## src/rtl/mem_access_unit_if.sv

```systemverilog
// Data-bus interface between the memory access unit and an SRAM-like bus.
// The master drives the request side; the slave answers with addr_ok/data_ok.
interface mem_access_unit_if #(
  parameter int AW = 32,
  parameter int DW = 32
) ();
  logic          data_req;
  logic          data_wr;
  logic [1:0]    data_size;
  logic [AW-1:0] data_addr;
  logic [DW-1:0] data_wdata;
  logic          data_addr_ok;
  logic          data_data_ok;
  logic [DW-1:0] data_rdata;

  modport master (
    output data_req, data_wr, data_size, data_addr, data_wdata,
    input  data_addr_ok, data_data_ok, data_rdata
  );

  modport slave (
    input  data_req, data_wr, data_size, data_addr, data_wdata,
    output data_addr_ok, data_data_ok, data_rdata
  );
endinterface

```

## src/rtl/mem_access_unit.sv

```systemverilog
// MEM-stage load/store unit: turns a decoded access into one registered
// req/addr_ok/data_ok bus transaction, stalls the pipeline until it completes,
// and returns aligned, extended load data. Misaligned accesses raise an
// address exception and never reach the bus.
module mem_access_unit #(
  parameter int AW = 32,
  parameter int DW = 32
) (
  input  logic          clk,
  input  logic          resetn,
  input  logic          memen,
  input  logic          memwrite,
  input  logic [1:0]    memsize,
  input  logic          memsign,
  input  logic [AW-1:0] addr,
  input  logic [DW-1:0] wdata,
  input  logic          flush,
  output logic          stall,
  output logic [DW-1:0] rdata,
  output logic          adel,
  output logic          ades,
  mem_access_unit_if.master bus
);

  typedef enum logic [1:0] {IDLE, ADDR, DATA, DONE} state_e;

  state_e        state_q, state_d;
  logic          cancel_q, cancel_d;
  logic          sign_q, sign_d;
  logic [DW-1:0] rdata_q, rdata_d;
  logic          req_q, req_d;
  logic          wr_q, wr_d;
  logic [1:0]    size_q, size_d;
  logic [AW-1:0] addr_q, addr_d;
  logic [DW-1:0] wdata_q, wdata_d;

  logic          misalign;
  logic          go;
  logic          complete;
  logic [7:0]    byte_sel;
  logic [15:0]   half_sel;
  logic [DW-1:0] load_ext;
  logic [DW-1:0] wdata_rep;

  assign misalign = ((memsize == 2'b01) & addr[0]) | (memsize[1] & (addr[1:0] != 2'b00));
  assign adel     = memen & ~memwrite & misalign;
  assign ades     = memen & memwrite & misalign;
  assign go       = memen & ~misalign & ~flush;
  assign stall    = ((state_q == IDLE) & go) | (state_q == ADDR) | (state_q == DATA);

  assign rdata          = rdata_q;
  assign bus.data_req   = req_q;
  assign bus.data_wr    = wr_q;
  assign bus.data_size  = size_q;
  assign bus.data_addr  = addr_q;
  assign bus.data_wdata = wdata_q;

  // Replicate store data across the byte lanes the access touches.
  always_comb begin
    wdata_rep = wdata;
    case (memsize)
      2'b00:   wdata_rep = {4{wdata[7:0]}};
      2'b01:   wdata_rep = {2{wdata[15:0]}};
      default: wdata_rep = wdata;
    endcase
  end

  // Select the addressed lane of bus read data and extend it to full width.
  always_comb begin
    byte_sel = bus.data_rdata[7:0];
    case (addr_q[1:0])
      2'd0: byte_sel = bus.data_rdata[7:0];
      2'd1: byte_sel = bus.data_rdata[15:8];
      2'd2: byte_sel = bus.data_rdata[23:16];
      2'd3: byte_sel = bus.data_rdata[31:24];
      default: byte_sel = bus.data_rdata[7:0];
    endcase
    half_sel = addr_q[1] ? bus.data_rdata[31:16] : bus.data_rdata[15:0];
    case (size_q)
      2'b00:   load_ext = {{24{sign_q & byte_sel[7]}}, byte_sel};
      2'b01:   load_ext = {{16{sign_q & half_sel[15]}}, half_sel};
      default: load_ext = bus.data_rdata;
    endcase
  end

  // Transaction FSM next-state and bus/result register updates.
  always_comb begin
    state_d  = state_q;
    cancel_d = cancel_q;
    sign_d   = sign_q;
    rdata_d  = rdata_q;
    req_d    = req_q;
    wr_d     = wr_q;
    size_d   = size_q;
    addr_d   = addr_q;
    wdata_d  = wdata_q;
    complete = 1'b0;
    case (state_q)
      IDLE: begin
        if (go) begin
          state_d  = ADDR;
          req_d    = 1'b1;
          wr_d     = memwrite;
          size_d   = memsize;
          addr_d   = addr;
          wdata_d  = wdata_rep;
          sign_d   = memsign;
          cancel_d = 1'b0;
        end
      end
      ADDR: begin
        if (flush) cancel_d = 1'b1;
        if (bus.data_addr_ok) begin
          req_d = 1'b0;
          if (bus.data_data_ok) complete = 1'b1;
          else                  state_d  = DATA;
        end
      end
      DATA: begin
        if (flush) cancel_d = 1'b1;
        if (bus.data_data_ok) complete = 1'b1;
      end
      DONE:    state_d = IDLE;
      default: state_d = IDLE;
    endcase
    // A flush landing on the completion cycle itself cancels as well; a
    // cancelled access skips DONE so the pipeline never sees it retire.
    if (complete) begin
      cancel_d = 1'b0;
      if (cancel_q | flush) begin
        state_d = IDLE;
      end else begin
        state_d = DONE;
        if (!wr_q) rdata_d = load_ext;
      end
    end
  end

  // State and registered outputs, synchronous active-low reset.
  always_ff @(posedge clk) begin
    if (!resetn) begin
      state_q  <= IDLE;
      cancel_q <= 1'b0;
      sign_q   <= 1'b0;
      rdata_q  <= '0;
      req_q    <= 1'b0;
      wr_q     <= 1'b0;
      size_q   <= '0;
      addr_q   <= '0;
      wdata_q  <= '0;
    end else begin
      state_q  <= state_d;
      cancel_q <= cancel_d;
      sign_q   <= sign_d;
      rdata_q  <= rdata_d;
      req_q    <= req_d;
      wr_q     <= wr_d;
      size_q   <= size_d;
      addr_q   <= addr_d;
      wdata_q  <= wdata_d;
    end
  end

endmodule
```

## src/flat_wrapper.sv

```systemverilog
// flat-port wrapper written by rule: the top's interface ports become plain ports
module mem_access_unit_flat 
#(
  parameter int AW = 32,
  parameter int DW = 32
)
  (clk, resetn, memen, memwrite, memsize, memsign, addr, wdata, flush, stall, rdata, adel, ades, bus_data_req, bus_data_wr, bus_data_size, bus_data_addr, bus_data_wdata, bus_data_addr_ok, bus_data_data_ok, bus_data_rdata);
  mem_access_unit_if #(.AW(AW), .DW(DW)) bus_i ();
  input  logic clk;
  input  logic resetn;
  input  logic memen;
  input  logic memwrite;
  input  logic [1:0] memsize;
  input  logic memsign;
  input  logic [AW-1:0] addr;
  input  logic [DW-1:0] wdata;
  input  logic flush;
  output logic stall;
  output logic [DW-1:0] rdata;
  output logic adel;
  output logic ades;
  output wire logic [$bits(bus_i.data_req)-1:0] bus_data_req;
  output wire logic [$bits(bus_i.data_wr)-1:0] bus_data_wr;
  output wire logic [$bits(bus_i.data_size)-1:0] bus_data_size;
  output wire logic [$bits(bus_i.data_addr)-1:0] bus_data_addr;
  output wire logic [$bits(bus_i.data_wdata)-1:0] bus_data_wdata;
  input wire logic [$bits(bus_i.data_addr_ok)-1:0] bus_data_addr_ok;
  input wire logic [$bits(bus_i.data_data_ok)-1:0] bus_data_data_ok;
  input wire logic [$bits(bus_i.data_rdata)-1:0] bus_data_rdata;
  assign bus_data_req = bus_i.data_req;
  assign bus_data_wr = bus_i.data_wr;
  assign bus_data_size = bus_i.data_size;
  assign bus_data_addr = bus_i.data_addr;
  assign bus_data_wdata = bus_i.data_wdata;
  assign bus_i.data_addr_ok = bus_data_addr_ok;
  assign bus_i.data_data_ok = bus_data_data_ok;
  assign bus_i.data_rdata = bus_data_rdata;
  mem_access_unit #(.AW(AW), .DW(DW)) u_core (.clk(clk), .resetn(resetn), .memen(memen), .memwrite(memwrite), .memsize(memsize), .memsign(memsign), .addr(addr), .wdata(wdata), .flush(flush), .stall(stall), .rdata(rdata), .adel(adel), .ades(ades), .bus(bus_i));
endmodule
```

## config.mk

```make
export PLATFORM = sky130hd
export DESIGN_NAME = mem_access_unit_flat
export DESIGN_NICKNAME = d
export VERILOG_FILES = /design/src/rtl/mem_access_unit_if.sv /design/src/rtl/mem_access_unit.sv /design/src/flat_wrapper.sv
export SDC_FILE = /design/constraint.sdc
export NUM_CORES = 1
export LEC_CHECK = 0
export BUFFER_PORTS_ARGS = -buffer_cell sky130_fd_sc_hd__buf_2
export CAP_MARGIN = 20
export CORE_MARGIN = 2
export CORE_UTILIZATION = 30
export DETAILED_ROUTE_END_ITERATION = 12
export GPL_TIMING_DRIVEN = 0
export HOLD_SLACK_MARGIN = 0.12
export SYNTH_ARGS = -nofsm -noshare
export SYNTH_HDL_FRONTEND = slang
export SYNTH_SLANG_ARGS = --single-unit
```

## constraint.sdc

```tcl
create_clock -name clk -period 2.4 [get_ports clk]
set_input_delay 0.72 -clock clk [delete_from_list [all_inputs] [get_ports clk]]
set_output_delay 0.72 -clock clk [all_outputs]
set_load 0.02 [all_outputs]
```

==> implementation parameters, run 1 <==
Parameter                              Value

Min path
  Path category of the worst min-delay check    register to register

Routing
  Vias per inst    4.80
  # DRC    0
  Antenna viol nets, final    0
  Drt first-iter violations    204
  Via total after detailed routing    4870
  WL per Instance    15.8 um
  Routed WL    16.0 mm
  DR pass1 iterations    4

STA
  RSZ-0062 raised after global routing    no
  Final Hold Vio Count    0
  Fraction of the cycle the final worst path needs    97.3%
  Final TNS setup    0 ps
  Layout Skew    9.70 ps
  Count of endpoints failing setup in the final report    0
  Least-Margin Pin Slew    620 ps
  Max Transition Viols Final    0
  Worst hold margin    454 ps
  Max Freq    428 MHz
  Worst rel slew slack    58.5%
  Min Clock Period, post-route    2340 ps

Critical path
  Launching element type of the critical path    primary input
  Endpoint class of the critical path    primary output
  Top delay family on crit path    simple AND/OR/NAND/NOR gates
  Critical path arrival    1620 ps
  Buf+Inv Stages, Crit Path    2
  Data required time at the worst endpoint    1680 ps
  Largest driver fanout on the critical path    3
  Cell Chain, Critical Path    buf_6, nor2b_4, and4_4, or3_4, buf_6
  Critical path's largest stage delay    360 ps
  Cell repeated most along the worst path    buf_6
  CP max stage cell    or3_4
  Critical path type    primary input to primary output

Cells and area
  Net total in the final layout    904
  Finished Cell Area    0.00649 mm^2
  Share of final-layout standard cells stronger than drive strength 1    35.0%
  Final antenna diode count    0
  Post-route core utilization    41.3%
  Area growth from synthesis to layout    36.2%

Yosys
  Register bit count reported by yosys    104
  Largest cells by area after synthesis    dfxtp_1 44%, nand2_1 12%, a21oi_1 7.7%, mux2i_1 6.3%, o21ai_0 3.9%
  Synth Flop Type    dfxtp_1
  Seq/Total Area, Yosys    43.7%
  FFs w/ async S/R, synth    0%
  Most numerous cell in the Yosys netlist    nand2_1
  Number of nets in the synthesized netlist    683
  Number of instances in the synthesized netlist    572
  Avg Inst Size Synth    8.33 um^2
  Post-Synthesis Cell Area    0.00476 mm^2
  Synthesis warning total    0
  Portion of synthesized cell area occupied by the leading cell type    43.7%
  Area leader, netlist    dfxtp_1
  Number of synthesized flops with an enable pin    0
  Commonest cells in the netlist    152 x nand2_1, 104 x dfxtp_1, 73 x a21oi_1
  Distinct cells, synth    47

Die
  Num rows    46
  Initial Utilization    30.3%
  Core region area    0.0157 mm^2
  Die area    0.0169 mm^2
  Die outline width    130 um
  # IOs    209
  Die Height    130 um

CTS
  Clock H-tree levels    3
  Count of clock tree sinks    104
  CTS tree    yes
  Clk Latency, worst-skew pair    360 ps
  Clock Tree Root    clkbuf_16
  Clock buffer count from CTS    9
  Number of hold-repair buffers added at the cts stage    0
  Reg clk slew, reported paths    80 ps
  Buffer depth of the longest clock path    2

Power
  Leakage dissipation    2.88 nW
  Part of the power in combinational logic    25.2%
  Fraction of power consumed by sequential logic    41.2%
  Post-layout power    4.60 mW
  Pwr Density    709 mW/mm^2
  Switching power share of the total    31.8%
  Max rail drop VDD    290 uV
  Cell Int Power    3.14 mW
  P_sw    1.46 mW
  Clk pwr share    33.5%

Global route
  Antenna violations before repair    1
  Global-route wire length before repair    24.4 mm
  Pin count of the biggest net entering global routing    19
  Via count of the first global-routing pass    4572
  Remaining global-route overflow    0
  Total global-route track usage    18.7%

Placement
  GP Congestion    0.862
  HPWL after DPL    12.2 mm
  Placement Cell Area    0.00611 mm^2
  Count of input and output buffers    206

Run
  Max cap viols    0

Outcome
  Outcome    finished, final reports clean
-- layout make-up --
class,instances,area (um^2)
Tap cell,216,270
Multi-Input combinational cell,415,2450
Timing Repair Buffer,212,1100
Clock buffer,9,225
Inverter,8,32.5
Fill cell,1680,9220
Sequential cell,104,2080
Buffer,43,253
Clock inverter,7,80.1
-- sequential cells by signal (all words and copies together) (netlist names), 2 cells and up --
signal,count
u_core.bus.data_addr,32
u_core.state_q,2
u_core.bus.data_size,2
u_core.bus.data_wdata,32
u_core.rdata,32
-- routing by layer --
| layer | share of wire, % | GRT usage (%) | wire length [um] | vias to the layer above |
|---|---|---|---|---|
| met1 | 44 | 23.6 | 6980 | 2230 |
| met4 | 1.9 | 6.64 | 308 | 0 |
| li1 | - | - | - | 2432 |
| met2 | 46 | 30.3 | 7380 | 191 |
| met5 | 0 | 0 | 0 | - |
| met3 | 8.4 | 5.70 | 1350 | 17 |
-- path summary, 6_finish.rpt --
path	endpoint	cells after the start	start	slack, ps
max	stall	5	memen	60
min	u_core.bus.data_addr[3]$_SDFFE_PN0P_	2	u_core.bus.data_addr[3]$_SDFFE_PN0P_	450
max reg2reg	u_core.rdata[28]$_SDFFE_PN0P_	8	u_core.state_q[1]$_SDFFE_PN0P_	240
min reg2reg	u_core.bus.data_addr[3]$_SDFFE_PN0P_	2	u_core.bus.data_addr[3]$_SDFFE_PN0P_	450
-- power groups by stage --
stage / Clock (mW) / Sequential, mW / Combinational [mW]
detailed placement: 0 / 1.93 / 1.09
floorplan: 0 / 2.04 / 0.594
CTS: 1.58 / 1.89 / 1.16
finish: 1.54 / 1.90 / 1.16
global placement: 0 / 1.93 / 1.08
global route: 1.64 / 1.91 / 1.27
-- placed cells by master, fill, tap and decap left out, drive strengths merged, types with 2 or more instances in the layout --
cell type  count
a211oi         8
a21oi         76
a22o          11
a2bb2o         3
a311oi         8
buf          230
clkbuf        34
clkinv         4
dfxtp        104
ha             5
inv            9
mux2           3
mux2i         30
nand2        153
nand2b         4
nor2          22
nor2b          7
o211ai         4
o21a           4
o21ai         39
o221a          5
o22ai         15
or3            2
-- worst register-to-register path, cell delays in order (launching register included) --
cell and delay [ps]:
dfxtp_2 340, inv_2 60, buf_4 130, ha_1 350
nand2_1 160, nor4b_4 390, a21boi_4 370, buf_6 190
a21oi_1 70
-- through the flow --
stage	worst slack (ps)	std cells
2_1_floorplan	-29.6	572
5_1_grt	15.8	1014
4_1_cts	-4.21	1015
3_3_place_gp	-319	994
6_report	64.0	1014
3_5_place_dp	-311	994
-- cells by family after synthesis --
kind of cell,share of synthesized area (%)
compound gates,25.0
fa+ha+maj,1.31
buf+inv,5.80
flops,43.7
mux,7.01
simple gates,17.2
-- what timing repair did --
action / 4_1_cts / 5_1_grt
resized for setup: 16 / 3
buffers inserted: 6 / 0
endpoints found under the setup margin: 1 / 1
pin swaps: 3 / 2
No activity file was read; power rests on OpenSTA's default activity.
==> run 2: changes to the inputs <==
==> constraint.sdc (replaced) <==
create_clock -name clk -period 2.4 [get_ports clk]
set_input_delay 0.36 -clock clk [delete_from_list [all_inputs] [get_ports clk]]
set_output_delay 0.36 -clock clk [all_outputs]
set_load 0.02 [all_outputs]
==> implementation parameters, run 2 (synthesis results as in run 1) <==
Parameter                              Value

Critical path
  Largest driver fanout on the critical path    10
  Cell Chain, Critical Path    inv_1, ha_2, and4_1, buf_2, buf_6, or3_1, buf_2
  Critical path arrival    1940 ps
  Reg2reg setup slack    330 ps
  Critical path's largest stage delay    340 ps
  CP max stage cell    dfxtp_2
  Endpoint class of the critical path    primary output
  Cell repeated most along the worst path    buf_2
  Critical path type    register to primary output
  Launching element type of the critical path    register
  Data required time at the worst endpoint    2040 ps

Cells and area
  Sequential cell area    0.00208 mm^2
  Area growth from synthesis to layout    34.3%
  Final Instance Count excl. Fillers    1010
  Net total in the final layout    900
  Commonest cells after routing, fill and taps aside    214 x buf_2, 152 x nand2_1, 102 x dfxtp_1, 73 x a21oi_1, 37 x o21ai_0
  Area of combinational cells with multiple inputs    0.00241 mm^2
  FILL cells    1694
  Share of final-layout standard cells stronger than drive strength 1    33.8%
  Final antenna diode count    0
  Most common cell after layout, fill and taps aside    buf_2

Power
  Cell Int Power    3.20 mW
  Pwr Density    719 mW/mm^2
  Clk pwr share    35.6%
  Part of the power in combinational logic    23.2%
  Fraction of power consumed by sequential logic    41.2%
  P_sw    1.40 mW
  Max rail drop VDD    404 uV
  Switching power share of the total    30.4%
  Post-layout power    4.60 mW
  Leakage dissipation    2.85 nW

STA
  Final setup margin    105 ps
  Max Freq    436 MHz
  RSZ-0062 raised after global routing    no
  Fraction of the cycle the final worst path needs    95.6%
  Worst hold margin    243 ps
  Final Hold Vio Count    0
  Worst rel slew slack    60.3%
  Count of endpoints failing setup in the final report    0
  Layout Skew    7.87 ps
  Min Clock Period, post-route    2300 ps
  Least-Margin Pin Slew    595 ps
  Max Transition Viols Final    0
  Final TNS setup    0 ps

Routing
  Vias per inst    4.74
  DR pass1 iterations    4
  Via total after detailed routing    4784
  Routed WL    15.7 mm
  Antenna viol nets, final    0
  Drt first-iter violations    201
  WL per Instance    15.6 um
  # DRC    0

CTS
  Clock buffer count from CTS    9
  Count of clock tree sinks    104
  Buffer depth of the longest clock path    2
  Clock Tree Root    clkbuf_16
  Number of hold-repair buffers added at the cts stage    0
  Clock H-tree levels    3
  Clk Latency, worst-skew pair    350 ps
  CTS tree    yes
  Reg clk slew, reported paths    70 ps

Run
  Max cap viols    0

Global route
  Total global-route track usage    18.7%
  Pin count of the biggest net entering global routing    18
  Via count of the first global-routing pass    4570
  Global-route wire length before repair    24.4 mm
  Remaining global-route overflow    0
  Antenna violations before repair    2

Die
  Die Height    130 um
  Die area    0.0169 mm^2
  # IOs    209
  Num rows    46
  Core region area    0.0157 mm^2
  Die outline width    130 um
  Initial Utilization    30.3%

Outcome
  Outcome    finished, final reports clean

Placement
  HPWL after DPL    12.2 mm
  Count of input and output buffers    206
  Post-placement setup slack    261 ps
  Cell count after placement    994
  GP Congestion    0.801

Min path
  Path category of the worst min-delay check    primary input to register
==> run 2: critical path, delay by kind of cell, from the launching register on <==
family                     cells  cell delay [ps]
DFF                            1              340
adders and majority gates      1              230
and+or+nand+nor                2              450
buffers and inverters          4              570
==> run 2: area by class of cell <==
| cell class | count | area share (%) |
|---|---|---|
| Multi-Input combinational cell | 415 | 37.6 |
| Inverter | 8 | 0.469 |
| Buffer | 45 | 3.85 |
| Clock buffer | 11 | 3.79 |
| Tap cell | 216 | 4.22 |
| Clock inverter | 5 | 1.35 |
| Timing Repair Buffer | 206 | 16.1 |
| Sequential cell | 104 | 32.6 |
==> run 2: timing repair <==
action,CTS,global route
setup buffers,0,0
gates resized for setup,2,1
setup endpoints to repair,1,1
==> run 2: through the flow <==
step | area [um^2] | util [%]
global placement | 6070 | 38.6
CTS | 6400 | 40.7
finish | 6400 | 40.7
detailed placement | 6070 | 38.6
global route | 6400 | 40.7
floorplan | 4760 | -
==> run 2: power groups by stage <==
stage	sequential, mW	clock [mW]	combinational [mW]
after global placement	1.93	0	1.07
after global routing	1.91	1.76	1.18
final	1.90	1.64	1.07
after CTS	1.89	1.68	1.08
after detailed placement	1.93	0	1.07
after floorplan	2.04	0	0.579
==> run 2: worst paths after layout <==
path | startpoint | to | cells after the start
worst max-delay path | u_core.state_q[0]$_SDFFE_PN0P_ | stall | 7
worst min-delay path | addr[6] | u_core.bus.data_addr[6]$_SDFFE_PN0P_ | 3
worst max register to register | u_core.state_q[0]$_SDFFE_PN0P_ | u_core.rdata[27]$_SDFFE_PN0P_ | 7
worst min register to register | u_core.bus.data_addr[11]$_SDFFE_PN0P_ | u_core.bus.data_addr[11]$_SDFFE_PN0P_ | 2
==> run 2: per-layer routing <==
metal	share of wire, %	track usage [%]	routed length, um	vias to the layer above
li1	-	-	-	2418
met1	45	23.5	7030	2182
met2	46	30.5	7170	161
met3	8.0	5.90	1260	19
met4	1.6	6.33	257	4
met5	0.17	0	27	-
